===== config.mk =====
export PLATFORM = sky130hd
export DESIGN_NAME = wb_master
export DESIGN_NICKNAME = d
export VERILOG_FILES = /design/src/rtl/wb_master.sv
export SDC_FILE = /design/constraint.sdc
export NUM_CORES = 1
export LEC_CHECK = 0
export ABC_AREA = 1
export CAP_MARGIN = 10
export CORE_UTILIZATION = 30
export CTS_CLUSTER_DIAMETER = 100
export DETAILED_ROUTE_END_ITERATION = 10
export PLACE_DENSITY = 0.72
export SKIP_CTS_REPAIR_TIMING = 1
export SYNTH_ARGS = -nofsm -noshare
export SYNTH_HDL_FRONTEND = slang
export SYNTH_SLANG_ARGS = --single-unit

===== constraint.sdc =====
create_clock -name clk_i -period 22 [get_ports clk_i]
set_input_delay 4.4 -clock clk_i [delete_from_list [all_inputs] [get_ports clk_i]]
set_output_delay 4.4 -clock clk_i [all_outputs]
set_load 0.05 [all_outputs]

===== src/rtl/wb_master.sv =====
// wb_master: single-outstanding Wishbone classic-cycle master.
// Takes one core request, runs one bus cycle, returns data/error on a
// one-cycle response pulse, then holds stb low for one recovery cycle.
// Optional: define WB_MASTER_TIMEOUT_EN to abort silent cycles after
// TIMEOUT bus cycles and report them on rsp_timeout_o.
module wb_master #(
  parameter int ADR_WIDTH = 64,
  parameter int DAT_WIDTH = 64,
  parameter int GRANULE   = 8,
  parameter int SEL_WIDTH = DAT_WIDTH / GRANULE,
  parameter int TIMEOUT   = 255
) (
  input  logic                 clk_i,
  input  logic                 rst_i,
  input  logic                 req_valid_i,
  output logic                 req_ready_o,
  input  logic                 req_we_i,
  input  logic [ADR_WIDTH-1:0] req_adr_i,
  input  logic [DAT_WIDTH-1:0] req_dat_i,
  input  logic [SEL_WIDTH-1:0] req_sel_i,
  output logic                 rsp_valid_o,
  output logic [DAT_WIDTH-1:0] rsp_dat_o,
  output logic                 rsp_err_o,
  output logic [ADR_WIDTH-1:0] mst_adr_o,
  output logic [DAT_WIDTH-1:0] mst_dat_o,
  input  logic [DAT_WIDTH-1:0] mst_dat_i,
  output logic                 mst_we_o,
  output logic [SEL_WIDTH-1:0] mst_sel_o,
  output logic                 mst_cyc_o,
  output logic                 mst_stb_o,
  input  logic                 mst_ack_i,
  input  logic                 mst_err_i
`ifdef WB_MASTER_TIMEOUT_EN
  ,
  output logic                 rsp_timeout_o
`endif
);

  typedef enum logic [1:0] {IDLE, BUS, RECOVER} state_t;

  // Low address bits that must be zero for a full-word access.
  localparam logic [ADR_WIDTH-1:0] ALIGN_MASK = ADR_WIDTH'((DAT_WIDTH / 8) - 1);

  state_t                 r_state, w_state_nxt;
  logic                   r_ready, w_ready_nxt;
  logic                   r_rsp_valid, w_rsp_valid_nxt;
  logic [DAT_WIDTH-1:0]   r_rsp_dat, w_rsp_dat_nxt;
  logic                   r_rsp_err, w_rsp_err_nxt;
  logic [ADR_WIDTH-1:0]   r_adr, w_adr_nxt;
  logic [DAT_WIDTH-1:0]   r_dat, w_dat_nxt;
  logic                   r_we, w_we_nxt;
  logic [SEL_WIDTH-1:0]   r_sel, w_sel_nxt;
  logic                   r_cyc, w_cyc_nxt;
  logic                   w_misaligned;
`ifdef WB_MASTER_TIMEOUT_EN
  logic [7:0]             r_cnt, w_cnt_nxt;
  logic                   r_rsp_to, w_rsp_to_nxt;
`endif

  assign w_misaligned = |(req_adr_i & ALIGN_MASK);

  // Next-state and next-output decode; every output is taken from a register.
  always_comb begin
    w_state_nxt     = r_state;
    w_ready_nxt     = r_ready;
    w_rsp_valid_nxt = 1'b0;
    w_rsp_dat_nxt   = r_rsp_dat;
    w_rsp_err_nxt   = r_rsp_err;
    w_adr_nxt       = r_adr;
    w_dat_nxt       = r_dat;
    w_we_nxt        = r_we;
    w_sel_nxt       = r_sel;
    w_cyc_nxt       = r_cyc;
`ifdef WB_MASTER_TIMEOUT_EN
    w_cnt_nxt       = r_cnt;
    w_rsp_to_nxt    = 1'b0;
`endif
    unique case (r_state)
      IDLE: begin
        if (req_valid_i && r_ready) begin
          w_ready_nxt = 1'b0;
          if (w_misaligned) begin
            // Rejected locally: the bus never sees this request.
            w_rsp_valid_nxt = 1'b1;
            w_rsp_err_nxt   = 1'b1;
            w_rsp_dat_nxt   = '0;
            w_state_nxt     = RECOVER;
          end else begin
            w_adr_nxt   = req_adr_i;
            w_dat_nxt   = req_dat_i;
            w_we_nxt    = req_we_i;
            w_sel_nxt   = req_sel_i;
            w_cyc_nxt   = 1'b1;
            w_state_nxt = BUS;
`ifdef WB_MASTER_TIMEOUT_EN
            w_cnt_nxt   = '0;
`endif
          end
        end
      end
      BUS: begin
        if (mst_err_i) begin
          // err wins over a simultaneous ack.
          w_rsp_valid_nxt = 1'b1;
          w_rsp_err_nxt   = 1'b1;
          w_rsp_dat_nxt   = '0;
          w_cyc_nxt       = 1'b0;
          w_state_nxt     = RECOVER;
        end else if (mst_ack_i) begin
          w_rsp_valid_nxt = 1'b1;
          w_rsp_err_nxt   = 1'b0;
          w_rsp_dat_nxt   = r_we ? '0 : mst_dat_i;
          w_cyc_nxt       = 1'b0;
          w_state_nxt     = RECOVER;
        end
`ifdef WB_MASTER_TIMEOUT_EN
        else if (r_cnt == 8'(TIMEOUT)) begin
          w_rsp_valid_nxt = 1'b1;
          w_rsp_err_nxt   = 1'b1;
          w_rsp_dat_nxt   = '0;
          w_rsp_to_nxt    = 1'b1;
          w_cyc_nxt       = 1'b0;
          w_state_nxt     = RECOVER;
        end else begin
          w_cnt_nxt = r_cnt + 8'd1;
        end
`endif
      end
      RECOVER: begin
        // One cycle of stb low before the core may issue again.
        w_ready_nxt = 1'b1;
        w_state_nxt = IDLE;
      end
      default: begin
        w_ready_nxt = 1'b1;
        w_cyc_nxt   = 1'b0;
        w_state_nxt = IDLE;
      end
    endcase
  end

  // State and output registers; reset drops cyc/stb asynchronously.
  always_ff @(posedge clk_i or posedge rst_i) begin
    if (rst_i) begin
      r_state     <= IDLE;
      r_ready     <= 1'b1;
      r_rsp_valid <= 1'b0;
      r_rsp_dat   <= '0;
      r_rsp_err   <= 1'b0;
      r_adr       <= '0;
      r_dat       <= '0;
      r_we        <= 1'b0;
      r_sel       <= '0;
      r_cyc       <= 1'b0;
`ifdef WB_MASTER_TIMEOUT_EN
      r_cnt       <= '0;
      r_rsp_to    <= 1'b0;
`endif
    end else begin
      r_state     <= w_state_nxt;
      r_ready     <= w_ready_nxt;
      r_rsp_valid <= w_rsp_valid_nxt;
      r_rsp_dat   <= w_rsp_dat_nxt;
      r_rsp_err   <= w_rsp_err_nxt;
      r_adr       <= w_adr_nxt;
      r_dat       <= w_dat_nxt;
      r_we        <= w_we_nxt;
      r_sel       <= w_sel_nxt;
      r_cyc       <= w_cyc_nxt;
`ifdef WB_MASTER_TIMEOUT_EN
      r_cnt       <= w_cnt_nxt;
      r_rsp_to    <= w_rsp_to_nxt;
`endif
    end
  end

  assign req_ready_o = r_ready;
  assign rsp_valid_o = r_rsp_valid;
  assign rsp_dat_o   = r_rsp_dat;
  assign rsp_err_o   = r_rsp_err;
  assign mst_adr_o   = r_adr;
  assign mst_dat_o   = r_dat;
  assign mst_we_o    = r_we;
  assign mst_sel_o   = r_sel;
  // Classic single cycles: stb always tracks cyc.
  assign mst_cyc_o   = r_cyc;
  assign mst_stb_o   = r_cyc;
`ifdef WB_MASTER_TIMEOUT_EN
  assign rsp_timeout_o = r_rsp_to;
`endif

endmodule


==> results by stage, run 1 <==
Timing:
- Measured against its own limit, the worst slew margin works out to 36.9%.
- Dividing the final minimum period by the clock period gives 30.4%.
- Setup repair after global routing left no endpoint under its margin.
- On the final layout, the worst hold slack is 469 ps.
- Setup violations remaining at the end of the flow were counted as 0.
- For this run, the top clock speed supported by timing is 0.149 GHz.
- The time the worst path needs with I/O delays and setup is 6690 ps.
- The transition time of the tightest slew-check pin is 946 ps.
- The total negative slack is 0 ps.
- Clock skew on the completed layout was measured at 8.97 ps.
- The final max-slew violation count was 0.
- The final number of hold-violating endpoints was 0.

Status:
- The flow ran to the end, and the final reports show no timing, DRC or antenna violations.

Finish:
- The post-route cell area is 13,200 sq um.
- For this run, the post-layout net count is 1,496.
- The layout has 2,417 filler cells.
- The area added between synthesis and finish is 61.5%.
- 0 antenna diodes ended up in the layout.
- The number of standard cells in the layout, taps in and fillers out is 1,641.
- Cells with a size suffix above 1 make up 4.36% of the layout.

Synthesis:
- The adder and majority cell fraction of the synthesized area is 0%.
- The number of nets in the synthesized netlist is 1,107.
- Counting distinct cell types in the post-synthesis netlist gives 19.
- The multiplexer fraction of the synthesized cell area is 0%.
- The Yosys step of the flow raised 0 warnings.
- The mapped netlist covers 8150 sq um.
- The average footprint of a synthesized cell is 9.04 sq um.
- The sequential cell area fraction in the yosys report is 63.6%.
- Synthesis produced 901 cells.
- The post-synthesis register bit count is 207.
- By area, the combinational part of the netlist is dominated by simple AND/OR/NAND/NOR gates.
- The xor and xnor area share after synthesis is 0%.
- After Yosys synthesis, and, or, nand and nor cells account for 31.1% of the synthesized area.
- The synthesized netlist devotes 0.200% of its cell area to compound gates.

Clocking:
- The clock-pin slew on the worst setup and hold paths is 60 ps.
- TritonCTS built the clock tree.
- The longest clock path from root to sink contains 3 buffers.
- The clock network latency to the later pin of the worst-skew pair is 510 ps.
- The total number of clock tree sinks is 207.
- The number of clock buffers added by TritonCTS is 24.
- The count of H-tree levels built during CTS is 1.
- The tree is rooted in a clkbuf_16.

GRT:
- For this run the aggregate overflow at the end of global routing stands at 0.
- Global routing used 18.3% of the available tracks.
- The number of global-route vias before repair came to 7,681.
- The initial antenna violation count came to 0.
- The maximum number of pins on one net before global-route repair is 94.
- The wire length of the first global-routing pass is 41.1 mm.

Min path:
- The worst hold path belongs to the class register to register.
- The startpoint identified for the worst hold timing path is mst_dat_o[41].

Critical path:
- The cell with the largest stage delay on the worst path is buf_4.
- Across all register-to-register paths, the minimum setup slack is 19,280 ps.
- The element type at the critical path end is a register.
- The number of buffers and inverters on the critical path is 5.
- The launch point of the worst reg-to-reg path is req_ready_o.
- Following the worst setup path forward leads to its endpoint at mst_adr_o[23].
- In this run the worst setup path begins at req_valid_i.
- The worst setup path is launched from an input port.
- The depth of the most critical reg-to-reg path is 9.
- The category of the critical setup timing path is input port to register.
- In this design, the stage delay of the slowest critical-path cell is 800 ps.
- The logic depth of the worst path, buffers included is 10.
- The arrival time at the worst endpoint is 7130 ps.
- Among cell families on the critical path, the largest total delay comes from buffers and inverters.
- The endpoint of the most critical register-to-register path is mst_adr_o[23].
- The library cell appearing most often on the critical path is nand2_1.
- The signal on the critical path passes through clkdlybuf4s50_1 > nand2_1 > clkinv_1 > nand2_1 > nor2_4 > buf_4 > inv_4 > buf_4 > nand2_1 > nand2_1.
- The data required time at the worst endpoint is 22,440 ps.
- The maximum fanout encountered on the critical timing path is 91.

Placement:
- The area after detailed placement is 12,400 sq um.
- The estimated wirelength of the detail-placed design is 17.4 mm.
- Buffers placed on the I/O ports in this run total 411.
- Counting tap cells, the placed design contains a total of 1,599 instances.
- At the end of routability-driven placement, the weighted congestion stood at 0.757.

Pwr:
- Combinational logic is responsible for 41.7% of the overall power.
- The internal power component is 912 uW.
- The sequential share of power is 33.5%.
- The switching part of the total is 41.4%.
- The cell area power density is 118 nW/um^2.
- The worst voltage drop across the vdd grid is 0.0000984 V.
- The share of total power in the clock network is 24.8%.
- The switching power summed over all nets is 645 uW.
- For this design the static power due to leakage is 6.48 nW.

Job:
- The tool flagged a number of max-cap violations equal to 0.

Floorplanning:
- From left edge to right edge, the die measures 167 microns.
- The die outline height is 167 microns.
- The core region is 26,400 sq um.
- The die covers 27,800 sq um.
- The floorplan has 59 rows.
- The number of primary I/O pins is 412.
- The initial core utilization is 30.9%.

Detailed routing:
- The detailed router placed 7,391 vias in this run.
- The mean routed wirelength per cell is 15.7 microns.
- The number of vias per cell is 4.50.
- The number of iterations in the first detailed-routing pass is 4.
- In this run, the number of DRC markers left after iteration 0 of detailed routing was 444.
- Wires add up to 25.7 mm.
- The DRC violations left is 0.
- The count of nets left with antenna violations after detail routing is 0.
## power groups by stage
stage                     Combinational, mW  Sequential, mW  Clock (mW)
final                                 0.649           0.521       0.387
after global routing                  0.681           0.532       0.415
after CTS                             0.655           0.521       0.401
after detailed placement              0.654           0.525           0
after global placement                0.649           0.523           0
after floorplan                      0.0880           0.836           0
## final cells by class
class | count | area (sq um) | area share (%)
flip-flops and latches | 207 | 5180 | 39.4
clock buffers | 38 | 744 | 5.66
repair buffers | 420 | 4180 | 31.8
well taps | 335 | 419 | 3.18
inverters | 11 | 51.3 | 0.390
multi-input cells | 626 | 2560 | 19.5
clock inverters | 4 | 22.5 | 0.171
## worst min path at each step
| stage | end | depth (start not counted) |
|---|---|---|
| after floorplan | req_ready_o | 2 |
| after global placement | mst_dat_o[19] | 2 |
| after detailed placement | mst_adr_o[44] | 2 |
| after CTS | mst_adr_o[44] | 2 |
| after global routing | mst_adr_o[47] | 2 |
| final | mst_dat_o[41] | 2 |
## cell usage after synthesis (all sizes together)
| master | instances | area share, % |
|---|---|---|
| clkbuf | 3 | 0.14 |
| dfstp | 1 | 0.32 |
| dfrtp | 206 | 63 |
| nor2 | 9 | 0.69 |
| o21bai | 1 | 0.092 |
| o21ai | 1 | 0.11 |
| clkinv | 1 | 0.046 |
| inv | 10 | 0.49 |
| nand2 | 484 | 22 |
| buf | 54 | 4.4 |
| nand3 | 131 | 8.1 |
## kinds of logic (layout without fill, tap and decap cells)
logic type,count (synthesis),in the layout
AO/OA/AOI/OAI,2,2
buffers and inverters,68,473
flip-flops,207,207
AND/OR/NAND/NOR,624,624
## worst min-delay path, cell delays in order (launching register included)
cell     delay, ps
dfrtp_1        340
nand2_1         50
nand2_1         50
## per-stage QoR
stage                     util, %  power [mW]  worst slack, ps
after floorplan                 -       0.924            11950
after global placement       47.0        1.17            14810
after detailed placement     47.0        1.18            14790
final                        49.9        1.56            15310
after CTS                    49.9        1.58            15320
after global routing         49.9        1.63            15080
## cell usage in the layout, fill, tap and decap left out, drive strengths merged
master           n
clkdlybuf4s50  411
o21ai            1
nor2             9
nand3          131
clkinv           4
buf              9
inv             10
clkinvlp         1
dfrtp          206
dfstp            1
o21bai           1
nand2          484
clkbuf          38
## sequential cells by signal, indices dropped and copies added, names as in the netlist
register and count:
mst_adr_o 64, r_state 2, rsp_valid_o 1, mst_we_o 1
rsp_dat_o 64, rsp_err_o 1, mst_sel_o 8, mst_cyc_o 1
req_ready_o 1, mst_dat_o 64
## metal layers
layer | vias up | GRT usage (%) | share of wire (%)
li1 | 3572 | - | -
met1 | 3461 | 21.1 | 40
met2 | 297 | 31.8 | 48
met3 | 61 | 5.44 | 8.4
met4 | 0 | 7.13 | 3.6
met5 | - | 0 | 0
(Power assumes the default switching activity.)
==> run 2: changes to the inputs <==
--- a/config.mk
+++ b/config.mk
@@ -10,7 +10,7 @@
 export CORE_UTILIZATION = 30
 export CTS_CLUSTER_DIAMETER = 100
 export DETAILED_ROUTE_END_ITERATION = 10
-export PLACE_DENSITY = 0.72
+export PLACE_DENSITY = 0.74
 export SKIP_CTS_REPAIR_TIMING = 1
 export SYNTH_ARGS = -nofsm -noshare
 export SYNTH_HDL_FRONTEND = slang
==> constraint.sdc (replaced) <==
create_clock -name clk_i -period 5.9 [get_ports clk_i]
set_input_delay 1.18 -clock clk_i [delete_from_list [all_inputs] [get_ports clk_i]]
set_output_delay 1.18 -clock clk_i [all_outputs]
set_load 0.05 [all_outputs]
==> results by stage, run 2 (same netlist as run 1, synthesis figures left out) <==
Min path:
- The worst min-delay path class is register to register.

Clocking:
- The maximum count of clock buffers along a single path is 3 (unchanged).
- The count of H-tree levels built during CTS is 1 (unchanged).
- The total number of clock tree sinks was 207 (unchanged).
- The clock network latency to the later pin of the worst-skew pair is 520 ps (about the same).
- The clock-pin slew on the worst setup and hold paths was 60 ps (about the same).
- CTS placed an instance of clkbuf_16 at the clock tree root.
- The CTS tree is built.
- The number of CTS-inserted buffers is 23 (-4.2%).

Placement:
- The estimated wirelength of the detail-placed design is 17.6 mm (+1.1%).
- The global placer's final weighted congestion is 0.783 (+3.4%).
- The instance count after placement with tap cells included came to 1,599 (unchanged).
- The number of port buffers was 411 (unchanged).
- The post-placement setup slack is 1830 ps (-12,960 ps).

Timing:
- The final number of hold-violating endpoints is 0 (unchanged).
- The final setup violation count is 0 (unchanged).
- The final worst clock skew came to 22.3 ps (+13.3 ps).
- The total negative slack is 0 ps (unchanged).
- The final worst slack was 2570 ps (-12,740 ps).
- The transition time of the tightest slew-check pin is 925 ps (-20.6 ps).
- The final max-slew violation count is 0 (unchanged).
- Setup repair after global routing left no endpoint under its margin.
- The time the worst path needs with I/O delays and setup is 3330 ps.
- The worst slew margin relative to its limit is 38.2% (+1.2 points).
- Static timing analysis puts the maximum clock frequency at 0.300 GHz.
- The share of the clock period used by the worst path is 56.5%.

Job:
- The number of violations of the max-capacitance limit came to 0 (unchanged).

Floorplanning:
- The number of primary I/O pins came to 412 (unchanged).
- The total core area is 26,400 sq um (unchanged).
- The number of rows created at floorplan is 59 (unchanged).
- The width of the die is 167 microns (unchanged).
- The initial core utilization came to 30.9% (unchanged).
- The floorplan die area is 27,800 sq um (unchanged).
- The die outline height is 167 microns (unchanged).

Finish:
- The utilization of the core after routing is 50.0% (about the same).
- The net count of the finished layout was 1,496 (unchanged).
- The library cell used most frequently in the layout, excluding fill and tap cells, is nand2_1.
- The number of diodes is 0 (unchanged).
- In the layout the commonest cells are nand2_1, clkdlybuf4s50_1, dfrtp_1, nand3_1, clkbuf_16.
- The area added between synthesis and finish is 61.7% (about the same).
- The proportion of layout cells with a drive suffix above 1 was 4.29% (-0.073 points).
- The number of standard cells in the layout, taps in and fillers out is 1,640 (-0.061%).

GRT:
- The global-route congestion overflow total came to 0 (unchanged).
- The combined global-route utilization of all metal layers was 18.2% (-0.020 points).
- The number of global-route vias before repair is 7,493 (-2.4%).
- The maximum number of pins on one net before global-route repair is 108 (+15%).
- The initial antenna violation count came to 0 (unchanged).
- The wire length of the first global-routing pass was 40.7 mm (-0.96%).

Detailed routing:
- The final wirelength is 25.8 mm (+0.31%).
- The DRC violations left was 0 (unchanged).
- The count of nets left with antenna violations after detail routing came to 0 (unchanged).
- The number of vias per cell is 4.57 (+1.4%).
- The number of iterations in the first detailed-routing pass is 4 (unchanged).
- The number of DRC markers in iteration 0 came to 526 (+18%).
- The mean routed wirelength per cell is 15.7 microns (+0.37%).
- The via count came to 7,488 (+1.3%).

Pwr:
- The static power due to leakage came to 6.48 nW (about the same).
- The worst voltage drop across the vdd grid came to 0.000306 V (+210%).
- The overall power after layout is 5.81 mW (+270%).
- The cell area power density is 441 nW/um^2 (+270%).

Critical path:
- The maximum fanout encountered on the critical timing path is 71 (-22%).
- The startpoint type of the worst setup path is an input port.
- By startpoint and endpoint, the worst setup path is classified as input port to register.
- The arrival time at the worst endpoint is 3790 ps (-3340 ps).
- The data required time at the worst endpoint is 6360 ps (-16,080 ps).
- The worst setup path is captured at a register.

Status:
- The flow ran to the end, and the final reports show no timing, DRC or antenna violations.
run 2: changes by cell type in the layout (fill, tap and decap cells not counted), sizes merged:
cell	delta
clkbuf	-4
buf	+1
bufinv	+2
run 2: stage by stage:
step / cell area, sq um / hold slack (ps)
floorplan: 8150 / 530
global route: 13200 / 484
detailed placement: 12400 / 457
CTS: 13200 / 472
global placement: 12400 / 453
finish: 13200 / 467
run 2: per-layer routing:
layer  part of all wire (%)  global-route usage [%]  vias up
li1                       -                       -     3573
met1                     40                    22.3     3508
met2                     47                    29.9      347
met3                    8.9                    5.56       60
met4                    4.4                    7.69        0
met5                      0                       0        -
run 2: cell type report:
class	instances	area [sq um]
sequential	207	5180
clock inverter	6	83.8
tap	335	419
inverter	11	47.5
timing repair buffer	421	4210
clock buffer	34	667
fill	2399	13200
multi-input combinational	626	2560
run 2: final timing paths:
path,cells after the start,from,endpoint,slack [ps]
worst max-delay path,8,req_adr_i[0],mst_dat_o[17],2570
worst max register to register,8,req_ready_o,mst_dat_o[17],3280
max in group asynchronous,3,rst_i,mst_dat_o[15],3580
worst min register to register,2,mst_dat_o[20],mst_dat_o[20],470
min in group asynchronous,2,rst_i,rsp_dat_o[36],1230
worst min-delay path,2,mst_dat_o[20],mst_dat_o[20],470
run 2: power breakdown:
part           leakage (nW)  switching, mW  internal, mW
clock                 0.371          0.576         0.866
sequential             2.74          0.190          1.75
combinational          3.37           1.63         0.794
run 2: critical path: stages:
cell and delay, ps:
clkdlybuf4s50_1 430, nor2_1 200, nand3_1 150, nor2_4 140, buf_4 590, buf_4 660, nand2_1 220, nand2_1 120
